$ cat config.mk
export PLATFORM = sky130hd
export DESIGN_NAME = calibration_registers
export DESIGN_NICKNAME = d
export VERILOG_FILES = /design/src/rtl/calibration_registers.sv
export SDC_FILE = /design/constraint.sdc
export NUM_CORES = 1
export LEC_CHECK = 0
export ABC_AREA = 1
export CORE_UTILIZATION = 60
export DETAILED_ROUTE_END_ITERATION = 7
export DONT_BUFFER_PORTS = 1
export PLACE_DENSITY = 0.76
export REMOVE_ABC_BUFFERS = 1
export SLEW_MARGIN = 30
export SYNTH_ARGS = -nofsm -noshare
export SYNTH_HDL_FRONTEND = slang
export SYNTH_SLANG_ARGS = --single-unit
$ cat constraint.sdc
create_clock -name clock -period 2.11 [get_ports clock]
set_input_delay 0.3165 -clock clock [delete_from_list [all_inputs] [get_ports clock]]
set_output_delay 0.3165 -clock clock [all_outputs]
set_load 0.05 [all_outputs]
$ cat src/rtl/calibration_registers.sv
`timescale 1ns/1ps
// calibration_registers
//
// Datapath end of the calibration control path. Two live threshold
// registers (pixel colour threshold and filter match-count threshold) are
// adjusted by one-cycle command pulses with saturating add/subtract and
// per-register reset. A two-state publish FSM hands stable snapshots of both
// values to the detection pipeline through a valid/ack handshake.
//
// Ports:
//   clock             in   single clock, rising edge
//   reset             in   synchronous, active-high
//   enable_pixel_add  in   pulse: pixel  += PIXEL_STEP  (saturating)
//   enable_pixel_sub  in   pulse: pixel  -= PIXEL_STEP  (saturating)
//   enable_filter_add in   pulse: filter += FILTER_STEP (saturating)
//   enable_filter_sub in   pulse: filter -= FILTER_STEP (saturating)
//   reset_pixel       in   pulse: pixel  <= PIXEL_DEFAULT
//   reset_filter      in   pulse: filter <= FILTER_DEFAULT
//   cfg_ack           in   consumer accepts the current snapshot
//   pixel_live        out  live pixel threshold
//   filter_live       out  live filter threshold
//   cfg_pixel         out  published pixel snapshot
//   cfg_filter        out  published filter snapshot
//   cfg_valid         out  snapshot pending acknowledgement
//   at_limit          out  [1] pixel_live at 0/max, [0] filter_live at 0/max

module calibration_registers #(
  parameter int unsigned PIXEL_WIDTH    = 8,
  parameter int unsigned PIXEL_DEFAULT  = 128,
  parameter int unsigned PIXEL_STEP     = 8,
  parameter int unsigned FILTER_WIDTH   = 4,
  parameter int unsigned FILTER_DEFAULT = 4,
  parameter int unsigned FILTER_STEP    = 1
) (
  input  logic                    clock,
  input  logic                    reset,
  input  logic                    enable_pixel_add,
  input  logic                    enable_pixel_sub,
  input  logic                    enable_filter_add,
  input  logic                    enable_filter_sub,
  input  logic                    reset_pixel,
  input  logic                    reset_filter,
  input  logic                    cfg_ack,
  output logic [PIXEL_WIDTH-1:0]  pixel_live,
  output logic [FILTER_WIDTH-1:0] filter_live,
  output logic [PIXEL_WIDTH-1:0]  cfg_pixel,
  output logic [FILTER_WIDTH-1:0] cfg_filter,
  output logic                    cfg_valid,
  output logic [1:0]              at_limit
);

  // Steps are widened by one bit so the carry/borrow of the intermediate
  // result directly signals saturation.
  localparam logic [PIXEL_WIDTH:0]    PIXEL_STEP_EXT  = (PIXEL_WIDTH + 1)'(PIXEL_STEP);
  localparam logic [FILTER_WIDTH:0]   FILTER_STEP_EXT = (FILTER_WIDTH + 1)'(FILTER_STEP);
  localparam logic [PIXEL_WIDTH-1:0]  PIXEL_RST       = PIXEL_WIDTH'(PIXEL_DEFAULT);
  localparam logic [FILTER_WIDTH-1:0] FILTER_RST      = FILTER_WIDTH'(FILTER_DEFAULT);

  typedef enum logic {
    ST_IDLE    = 1'b0,
    ST_PENDING = 1'b1
  } state_t;

  state_t                  state_reg, state_next;
  logic [PIXEL_WIDTH-1:0]  pixel_reg, pixel_next;
  logic [FILTER_WIDTH-1:0] filter_reg, filter_next;
  logic [PIXEL_WIDTH-1:0]  cfg_pixel_reg;
  logic [FILTER_WIDTH-1:0] cfg_filter_reg;
  logic                    dirty_reg, dirty_next;
  logic                    snapshot_load;

  logic [PIXEL_WIDTH:0]    pixel_sum, pixel_diff;
  logic [FILTER_WIDTH:0]   filter_sum, filter_diff;
  logic                    pixel_touch, filter_touch;

  assign pixel_sum   = {1'b0, pixel_reg}  + PIXEL_STEP_EXT;
  assign pixel_diff  = {1'b0, pixel_reg}  - PIXEL_STEP_EXT;
  assign filter_sum  = {1'b0, filter_reg} + FILTER_STEP_EXT;
  assign filter_diff = {1'b0, filter_reg} - FILTER_STEP_EXT;

  // Pixel register next value: reset_pixel > (add&sub: hold) > add > sub.
  always_comb begin
    pixel_next = pixel_reg;
    if (reset_pixel) begin
      pixel_next = PIXEL_RST;
    end else if (enable_pixel_add && enable_pixel_sub) begin
      pixel_next = pixel_reg;
    end else if (enable_pixel_add) begin
      pixel_next = pixel_sum[PIXEL_WIDTH] ? '1 : pixel_sum[PIXEL_WIDTH-1:0];
    end else if (enable_pixel_sub) begin
      pixel_next = pixel_diff[PIXEL_WIDTH] ? '0 : pixel_diff[PIXEL_WIDTH-1:0];
    end
  end

  // Filter register next value, same priority scheme.
  always_comb begin
    filter_next = filter_reg;
    if (reset_filter) begin
      filter_next = FILTER_RST;
    end else if (enable_filter_add && enable_filter_sub) begin
      filter_next = filter_reg;
    end else if (enable_filter_add) begin
      filter_next = filter_sum[FILTER_WIDTH] ? '1 : filter_sum[FILTER_WIDTH-1:0];
    end else if (enable_filter_sub) begin
      filter_next = filter_diff[FILTER_WIDTH] ? '0 : filter_diff[FILTER_WIDTH-1:0];
    end
  end

  // A reset pulse always counts as a change so the consumer sees the
  // default re-published, even when the value did not move. A clamped
  // add/sub leaves the value unchanged and therefore publishes nothing.
  assign pixel_touch  = reset_pixel  || (pixel_next  != pixel_reg);
  assign filter_touch = reset_filter || (filter_next != filter_reg);

  // Publish FSM: IDLE loads a snapshot whenever dirty, PENDING holds it
  // until acknowledged.
  always_comb begin
    state_next    = state_reg;
    snapshot_load = 1'b0;
    case (state_reg)
      ST_IDLE: begin
        if (dirty_reg) begin
          snapshot_load = 1'b1;
          state_next    = ST_PENDING;
        end
      end
      ST_PENDING: begin
        if (cfg_ack) begin
          state_next = ST_IDLE;
        end
      end
      default: state_next = ST_IDLE;
    endcase
  end

  // A change landing in the same cycle as a snapshot load is not part of
  // that snapshot (the load samples the pre-update value), so it must
  // keep dirty set for the next round.
  assign dirty_next = (dirty_reg && !snapshot_load) || pixel_touch || filter_touch;

  always_ff @(posedge clock) begin
    if (reset) begin
      state_reg      <= ST_IDLE;
      pixel_reg      <= PIXEL_RST;
      filter_reg     <= FILTER_RST;
      cfg_pixel_reg  <= PIXEL_RST;
      cfg_filter_reg <= FILTER_RST;
      dirty_reg      <= 1'b0;
    end else begin
      state_reg  <= state_next;
      pixel_reg  <= pixel_next;
      filter_reg <= filter_next;
      dirty_reg  <= dirty_next;
      if (snapshot_load) begin
        cfg_pixel_reg  <= pixel_reg;
        cfg_filter_reg <= filter_reg;
      end
    end
  end

  assign pixel_live  = pixel_reg;
  assign filter_live = filter_reg;
  assign cfg_pixel   = cfg_pixel_reg;
  assign cfg_filter  = cfg_filter_reg;
  assign cfg_valid   = (state_reg == ST_PENDING);

  assign at_limit[1] = (pixel_reg  == '0) || (pixel_reg  == '1);
  assign at_limit[0] = (filter_reg == '0) || (filter_reg == '1);

endmodule
==> impl_metrics.toml, run 1 <==
[routing]
ant_nets = 0
drt-total-wl_um = 4003
firstDrtPassIters = 4
avgViaCountPerCell = 5.657
remaining_drc_errors = 0
drtIter0Drc = 88
num_vias = 1782
wl_per_cell_um = 12.71

[placement]
dp_hpwl_um = 3104
port_buffers = 0
dp.cells = 311
gp_congestion = 0.9647
place_area_sq_mm = 0.001856

[floorplanning]
ioPinCount = 36
rows = 19
core_area_sq_mm = 0.002758
start_util_pct = 63.07
die_h_um = 55.84
dieArea_sq_mm = 0.003118
die_x_um = 55.84

[cells_and_area]
fin_nets = 298
mostFrequentLayoutCells = "nand2_1, nor2_1, nand3_1"
syn2layout_area_growth_pct = 8.849
nFillCells = 255
layout_commonest_cell = "nand2_1"
antenna_cells = 0
post-route-cell-area_sq_mm = 0.001893
drive_gt1_share_pct = 14.44
fin_cells = 315

[sta]
min_period_ns = 1.971
period_share_pct = 93.40
max_freq_mhz = 507.4
finalSetupViolCount = 0
relSlewSlack_pct = 65.82
hold_viol = 0
drv_slew = 0
worst_pin_slew_ns = 0.5119
finClkSkew_ns = 0.01003
rsz0062_at_grt = "no"

[clock_tree]
root_buffer = "clkbuf_4"
clkLatencyLatePin_ns = 0.33
cts-htree-levels = 1
cts_hold_buf = 0
cts_tree = "yes"
cts_max_path_buffers = 2
cts_buffers = 3
cts_sinks = 26
path_clk_slew_ns = 0.15

[global_route]
grt_start_max_net_pins = 15
grt_pass1_vias = 1500
grt_pass1_wl_um = 6775
grt_use_total_pct = 27.25
antenna_found_initial = 0
grt_overflow = 0

[power]
p_leak_nw = 0.9603
ir_drop_v = 0.0004477
power_density_mw_per_mm2 = 615.0

[worst_setup_path]
cp-start-kind = "flip-flop"
worstPathMaxFanout = 8
required_ns = 1.79
end_kind = "output pin"
critPathArrivalTime_ns = 1.65
worstSetupPathType = "flip-flop to output pin"

[logic_synthesis]
synthesis.area_sq_mm = 0.001739
syn_area_per_cell_sq_um = 6.371
synth-edff-count = 0
syn_inst = 273
synth_flop_cell = "dfxtp_1"
async_reset_ff_share_pct = 0
yosys_register_bits = 26
ys_warn_count = 0
ys_seq_area_share_pct = 29.93
synthDistinctLibCells = 31

[status]
status = "complete, no violations"

[min_path]
holdCritPathClass = "primary input to flip-flop"

[flow_run]
maxCapViolCount = 0
-- routing by layer --
metal  wire, um  vias to the layer above  track usage, %
li1           -                      915               -
met4         57                        0           9.408
met1       1920                      799           40.67
met5          0                        -               0
met2       1699                       63           40.28
met3        326                        5           3.721
-- final timing paths --
kind / startpoint / end / slack [ns] / cells past startpoint
max reg2reg: pixel_live[4] / dirty_reg / 0.29 / 12
min reg2reg: pixel_live[0] / cfg_pixel[0] / 0.55 / 2
min: reset / pixel_live[0] / 0.03 / 1
max: pixel_live[4] / at_limit[1] / 0.14 / 5
-- cell families after synthesis --
kind of cell / share of synthesized area, %
fa+ha+maj: 2.878
flops: 29.93
simple gates: 41.15
compound gates: 14.82
buf+inv: 10.72
xor+xnor: 0.5037
-- per-stage QoR --
step	utilization, %	setup slack, ns	setup TNS [ns]	hold slack, ns	power [mW]
final	68.65	0.1392	0	0.02685	1.164
after global routing	68.65	0.04944	0	0.009608	1.229
after CTS	68.60	0.05181	0	0.02159	1.170
after detailed placement	67.29	0.3072	0	0.3912	0.9143
after global placement	67.29	0.2932	0	0.3889	0.9132
after floorplan	-	-0.6385	-0.6385	0.3856	0.8446
-- power by group --
| part | total [mW] | switching [mW] | internal (mW) |
|---|---|---|---|
| combinational | 0.288 | 0.193 | 0.0949 |
| clock | 0.258 | 0.152 | 0.106 |
| sequential | 0.618 | 0.0963 | 0.522 |
| total | 1.16 | 0.441 | 0.723 |
-- critical path: stages (launching register included) --
cell,delay (ns)
dfxtp_1,0.52
nand2_2,0.16
nor2_8,0.14
nand2_4,0.08
o32ai_2,0.20
buf_4,0.23
-- cell usage after synthesis, types with 3 or more instances --
| cell | n | area (sq um) |
|---|---|---|
| a21oi_1 | 14 | 70.07 |
| nor2_1 | 32 | 120.1 |
| nand2_1 | 75 | 281.5 |
| ha_1 | 4 | 50.05 |
| o21ai_0 | 20 | 100.1 |
| o211ai_1 | 3 | 22.52 |
| nor2_2 | 3 | 18.77 |
| dfxtp_1 | 26 | 520.5 |
| nand3_1 | 30 | 150.1 |
| nand3_2 | 3 | 30.03 |
| inv_2 | 4 | 15.01 |
| inv_1 | 28 | 105.1 |
| nand4_1 | 7 | 43.79 |
| clkbuf_1 | 4 | 15.01 |
-- what timing repair did --
| action | CTS | global route |
|---|---|---|
| setup buffers | 0 | 0 |
| setup endpoints to repair | 0 | 1 |
| resized for setup | 0 | 1 |
-- final cells by class --
type	instances	area (sq um)	area share, %
multi-input combinational	205	1040	54.92
clock buffer	4	36.28	1.917
sequential	26	521.8	27.56
inverter	33	123.9	6.543
tap	31	38.79	2.049
timing repair buffer	16	132.6	7.006
Power figures use the tool's default switching activity.
==> run 2: changes to the inputs <==
- PLACE_DENSITY: 0.76 -> 0.82
- clock period: 2.11 -> 2.3 ns (I/O delays scaled with it)
==> impl_metrics.toml, run 2 (synthesis gave the netlist of run 1 again) <==
[status]
status = "complete, no violations"

[worst_setup_path]
worstSetupPathType = "flip-flop to output pin"
path_cells = "nand2_2 -> nor2_8 -> nand2_4 -> o32ai_2 -> buf_4"
worstPathMaxFanout = 10
end_kind = "output pin"
slowest_stage = "dfxtp_1"
required_ns = 1.96
cp_top_family = "flip-flops"
cp_num_buf_inv = 1
cpPeakStageDelay_ns = 0.57
critPathArrivalTime_ns = 1.74
cp-start-kind = "flip-flop"

[routing]
num_vias = 1786
wl_per_cell_um = 13.22
drtIter0Drc = 85
avgViaCountPerCell = 5.706
remaining_drc_errors = 0
firstDrtPassIters = 4
drt-total-wl_um = 4139
ant_nets = 0

[cells_and_area]
mostFrequentLayoutCells = "nand2_1, nor2_1, nand3_1"
fin_nets = 296
drive_gt1_share_pct = 13.48
antenna_cells = 0
syn2layout_area_growth_pct = 8.129
layout_commonest_cell = "nand2_1"

[placement]
port_buffers = 0
post-place-ws_ns = 0.4985
dp_hpwl_um = 3181
gp_congestion = 0.9129

[sta]
whs_ns = 0.05927
period_share_pct = 90.75
max_freq_mhz = 479.1
finClkSkew_ns = 0.004328
finalSetupViolCount = 0
hold_viol = 0
min_period_ns = 2.087
drv_slew = 0
worst_pin_slew_ns = 0.5850
rsz0062_at_grt = "no"
setup_slack_ns = 0.2126
relSlewSlack_pct = 60.95

[floorplanning]
dieArea_sq_mm = 0.003118
die_h_um = 55.84
ioPinCount = 36
rows = 19
core_area_sq_mm = 0.002758
die_x_um = 55.84
start_util_pct = 63.07

[clock_tree]
clkLatencyLatePin_ns = 0.33
path_clk_slew_ns = 0.15
cts_setup_buffers = 0
cts_max_path_buffers = 2
root_buffer = "clkbuf_4"
cts-htree-levels = 1
cts_buffers = 3
cts_hold_buf = 0
cts_sinks = 26
postCtsResizedCells = 0
cts_tree = "yes"

[power]
power_density_mw_per_mm2 = 610.7
p_leak_nw = 0.9534
ir_drop_v = 0.0004549

[global_route]
grt_overflow = 0
antenna_found_initial = 0
grt_start_max_net_pins = 16
grt_pass1_wl_um = 6644
grt_pass1_vias = 1457
grt_use_total_pct = 26.83

[min_path]
holdCritPathClass = "primary input to flip-flop"

[flow_run]
maxCapViolCount = 0
-- run 2: changes by cell type in the layout (fill, tap and decap cells not counted), sizes merged --
| cell | previous run | this run |
|---|---|---|
| bufinv | 0 | 1 |
| clkbuf | 4 | 3 |
| buf | 16 | 14 |
-- run 2: worst paths after layout --
kind	from	to	slack [ns]	depth (start not counted)
max reg2reg	pixel_live[4]	dirty_reg	0.42	12
min	reset	pixel_live[2]	0.06	1
min reg2reg	filter_live[1]	cfg_filter[1]	0.56	2
max	pixel_live[5]	at_limit[1]	0.21	5
-- run 2: worst reg2reg max path: cells and delay by family, from the launching register on --
kind | cells | cell delay [ns]
compound gates | 1 | 0.14
buf+inv | 2 | 0.33
flops | 1 | 0.49
simple gates | 9 | 0.83
-- run 2: area by class of cell --
class                   instances  area, sq um
well taps                      31        38.79
multi-input cells             205         1040
fillers                       265        877.1
clock inverters                 1        30.03
clock buffers                   3        22.52
flip-flops and latches         26        520.5
inverters                      33        123.9
repair buffers                 14        105.1
-- run 2: metrics by stage --
step                      instances  utilization (%)  cell area (sq um)  power (mW)  setup TNS, ns
final                           313            68.19               1881       1.148              0
after global routing            313            68.19               1881       1.197              0
after CTS                       313            68.19               1881       1.148              0
after detailed placement        309            66.29               1828      0.8348              0
after global placement          309            66.29               1828      0.8302              0
after floorplan                 264                -               1677      0.7748        -0.4770
-- run 2: power breakdown --
part           total [mW]  switching, mW  internal, mW  leakage, nW
registers           0.572         0.0929         0.479        0.214
clock network       0.322          0.146         0.176       0.0279
logic               0.255          0.173        0.0822        0.712
-- run 2: metal layers --
layer	vias up	global-route usage [%]	share of wire, %
met4	0	9.408	1.1
met2	59	40.62	45
met5	-	0	0
met3	7	3.721	5.4
li1	912	-	-
met1	808	39.21	48
==> run 3: changes to the inputs <==
- ABC_AREA: 1 -> unset
- CAP_MARGIN: unset -> 20
- MAX_ROUTING_LAYER: unset -> met4
==> impl_metrics.toml, run 3 <==
[clock_tree]
cts-htree-levels = 1
cts_sinks = 26
cts_hold_buf = 0
cts_max_path_buffers = 2
cts_buffers = 3
postCtsResizedCells = 0
clkLatencyLatePin_ns = 0.33
root_buffer = "clkbuf_4"
path_clk_slew_ns = 0.15
cts_setup_buffers = 0
cts_tree = "yes"

[min_path]
hold_path_depth = 1
hold_end = "dirty_reg"
hold_start = "reset"
holdCritPathClass = "primary input to flip-flop"

[floorplanning]
start_util_pct = 65.09
dieArea_sq_mm = 0.002672
rows = 17
die_h_um = 51.69
core_area_sq_mm = 0.002276
ioPinCount = 36
die_x_um = 51.69

[routing]
ant_nets = 0
firstDrtPassIters = 4
wl_per_cell_um = 16.24
num_vias = 1420
drt-total-wl_um = 3573
drtIter0Drc = 69
remaining_drc_errors = 0
avgViaCountPerCell = 6.455

[sta]
rsz0062_at_grt = "no"
period_share_pct = 93.24
setup_tns_ns = 0
max_freq_mhz = 466.3
finClkSkew_ns = 0.01323
hold_viol = 0
drv_slew = 0
setup_slack_ns = 0.1555
relSlewSlack_pct = 57.08
finalSetupViolCount = 0
worst_pin_slew_ns = 0.6424
whs_ns = 0.06733
min_period_ns = 2.145

[placement]
dp_hpwl_um = 2580
post-place-ws_ns = 0.4560
port_buffers = 0
gp_congestion = 0.9309

[logic_synthesis]
synthSimpleGateAreaFrac_pct = 27.96
synth_xor_area_share_pct = 0
synth_area_leaders = "dfxtp_1, nand2_1, a21oi_1"
syn_area_per_cell_sq_um = 7.965
synthesis.area_sq_mm = 0.001481
async_reset_ff_share_pct = 0
synth_compound_area_share_pct = 26.77
synth_top_cell_area_share_pct = 35.14
muxShareOfSynthArea_pct = 1.351
ys_top_cells_by_count = "nand2_1, dfxtp_1, a21oi_1"
synthDistinctLibCells = 45
synth_flop_cell = "dfxtp_1"
ys_warn_count = 0
ys_seq_area_share_pct = 35.14
synthAdderAreaFrac_pct = 3.378
synth.most_common_cell = "nand2_1"
yosys.area.top_type = "dfxtp_1"
synth-edff-count = 0
syn_inst = 186
yosys_register_bits = 26
synth_top_family_by_area = "simple AND/OR/NAND/NOR gates"

[worst_setup_path]
r2r_cells = 7
cp_top_family = "simple AND/OR/NAND/NOR gates"
crit_cells = 6
critPathArrivalTime_ns = 1.80
cp-start-kind = "flip-flop"
r2r_start = "filter_live[1]"
cpPeakStageDelay_ns = 0.38
slowest_stage = "dfxtp_1"
required_ns = 1.96
worstSetupPathType = "flip-flop to output pin"
end_kind = "output pin"
cp_num_buf_inv = 2
r2r_slack_ns = 0.38
worst_r2r_endpoint = "dirty_reg"
worstPathMaxFanout = 12
path_cells = "buf_4 -> nand3_1 -> nor2_1 -> nand4_1 -> nand2_1 -> buf_12"

[global_route]
grt_pass1_vias = 1211
grt_start_max_net_pins = 20
antenna_found_initial = 0
grt_overflow = 0
grt_use_total_pct = 28.96
grt_pass1_wl_um = 5630

[cells_and_area]
syn2layout_area_growth_pct = 10.47
layout_commonest_cell = "nand2_1"
antenna_cells = 0
drive_gt1_share_pct = 14.58
fin_nets = 206
mostFrequentLayoutCells = "nand2_1, dfxtp_1, a21oi_1"

[flow_run]
maxCapViolCount = 0

[power]
p_leak_nw = 0.6117
ir_drop_v = 0.0006319
power_density_mw_per_mm2 = 595.4

[status]
status = "complete, no violations"
run 3: cell types whose count changed after synthesis, moves of 6 or more:
cell,change
nand2_1,-44
nand3_1,-27
nor2_1,-27
inv_1,-20
o21ai_0,-13
nand2b_1,+7
nor2b_1,+6
nor3_1,+6
run 3: cell type report:
| class | instances | area, sq um |
|---|---|---|
| Fill cell | 186 | 639.4 |
| Timing Repair Buffer | 14 | 117.6 |
| Sequential cell | 26 | 520.5 |
| Inverter | 8 | 30.03 |
| Multi-Input combinational cell | 140 | 880.8 |
| Clock inverter | 1 | 30.03 |
| Clock buffer | 3 | 22.52 |
| Tap cell | 28 | 35.03 |
run 3: cell families (layout without fill, tap and decap cells):
logic type / Yosys count / count (layout)
AND/OR/NAND/NOR: 78 / 78
AO/OA/AOI/OAI: 56 / 56
flip-flops: 26 / 26
buffers and inverters: 20 / 26
adder cells (fa/ha/maj): 4 / 4
multiplexers: 2 / 2
run 3: power by group:
group / switching [mW] / internal (mW) / total (mW)
clock network: 0.141 / 0.176 / 0.317
registers: 0.0409 / 0.465 / 0.506
logic: 0.0965 / 0.0545 / 0.151
run 3: metal layers:
metal | track usage, % | part of all wire [%] | vias up
li1 | - | - | 686
met1 | 37.21 | 42 | 640
met2 | 45.67 | 47 | 88
met3 | 7.602 | 9.6 | 6
met4 | 6.306 | 0.81 | 0
met5 | - | 0 | -
run 3: worst max path at each step:
stage,from,endpoint,slack [ns]
finish,pixel_live[5],at_limit[1],0.16
global route,pixel_live[5],at_limit[1],0.06
CTS,pixel_live[5],at_limit[1],0.18
detailed placement,filter_live[1],dirty_reg,0.46
global placement,filter_live[1],dirty_reg,0.56
floorplan,filter_live[0],dirty_reg,0.24
run 3: metrics by stage:
step / area [sq um] / util (%) / total power [mW] / cells
2_1_floorplan: 1431 / - / 0.6272 / 174
3_3_place_gp: 1584 / 69.60 / 0.6574 / 216
3_5_place_dp: 1584 / 69.60 / 0.6644 / 216
4_1_cts: 1637 / 71.91 / 0.9738 / 220
5_1_grt: 1637 / 71.91 / 1.013 / 220
6_report: 1637 / 71.91 / 0.9745 / 220
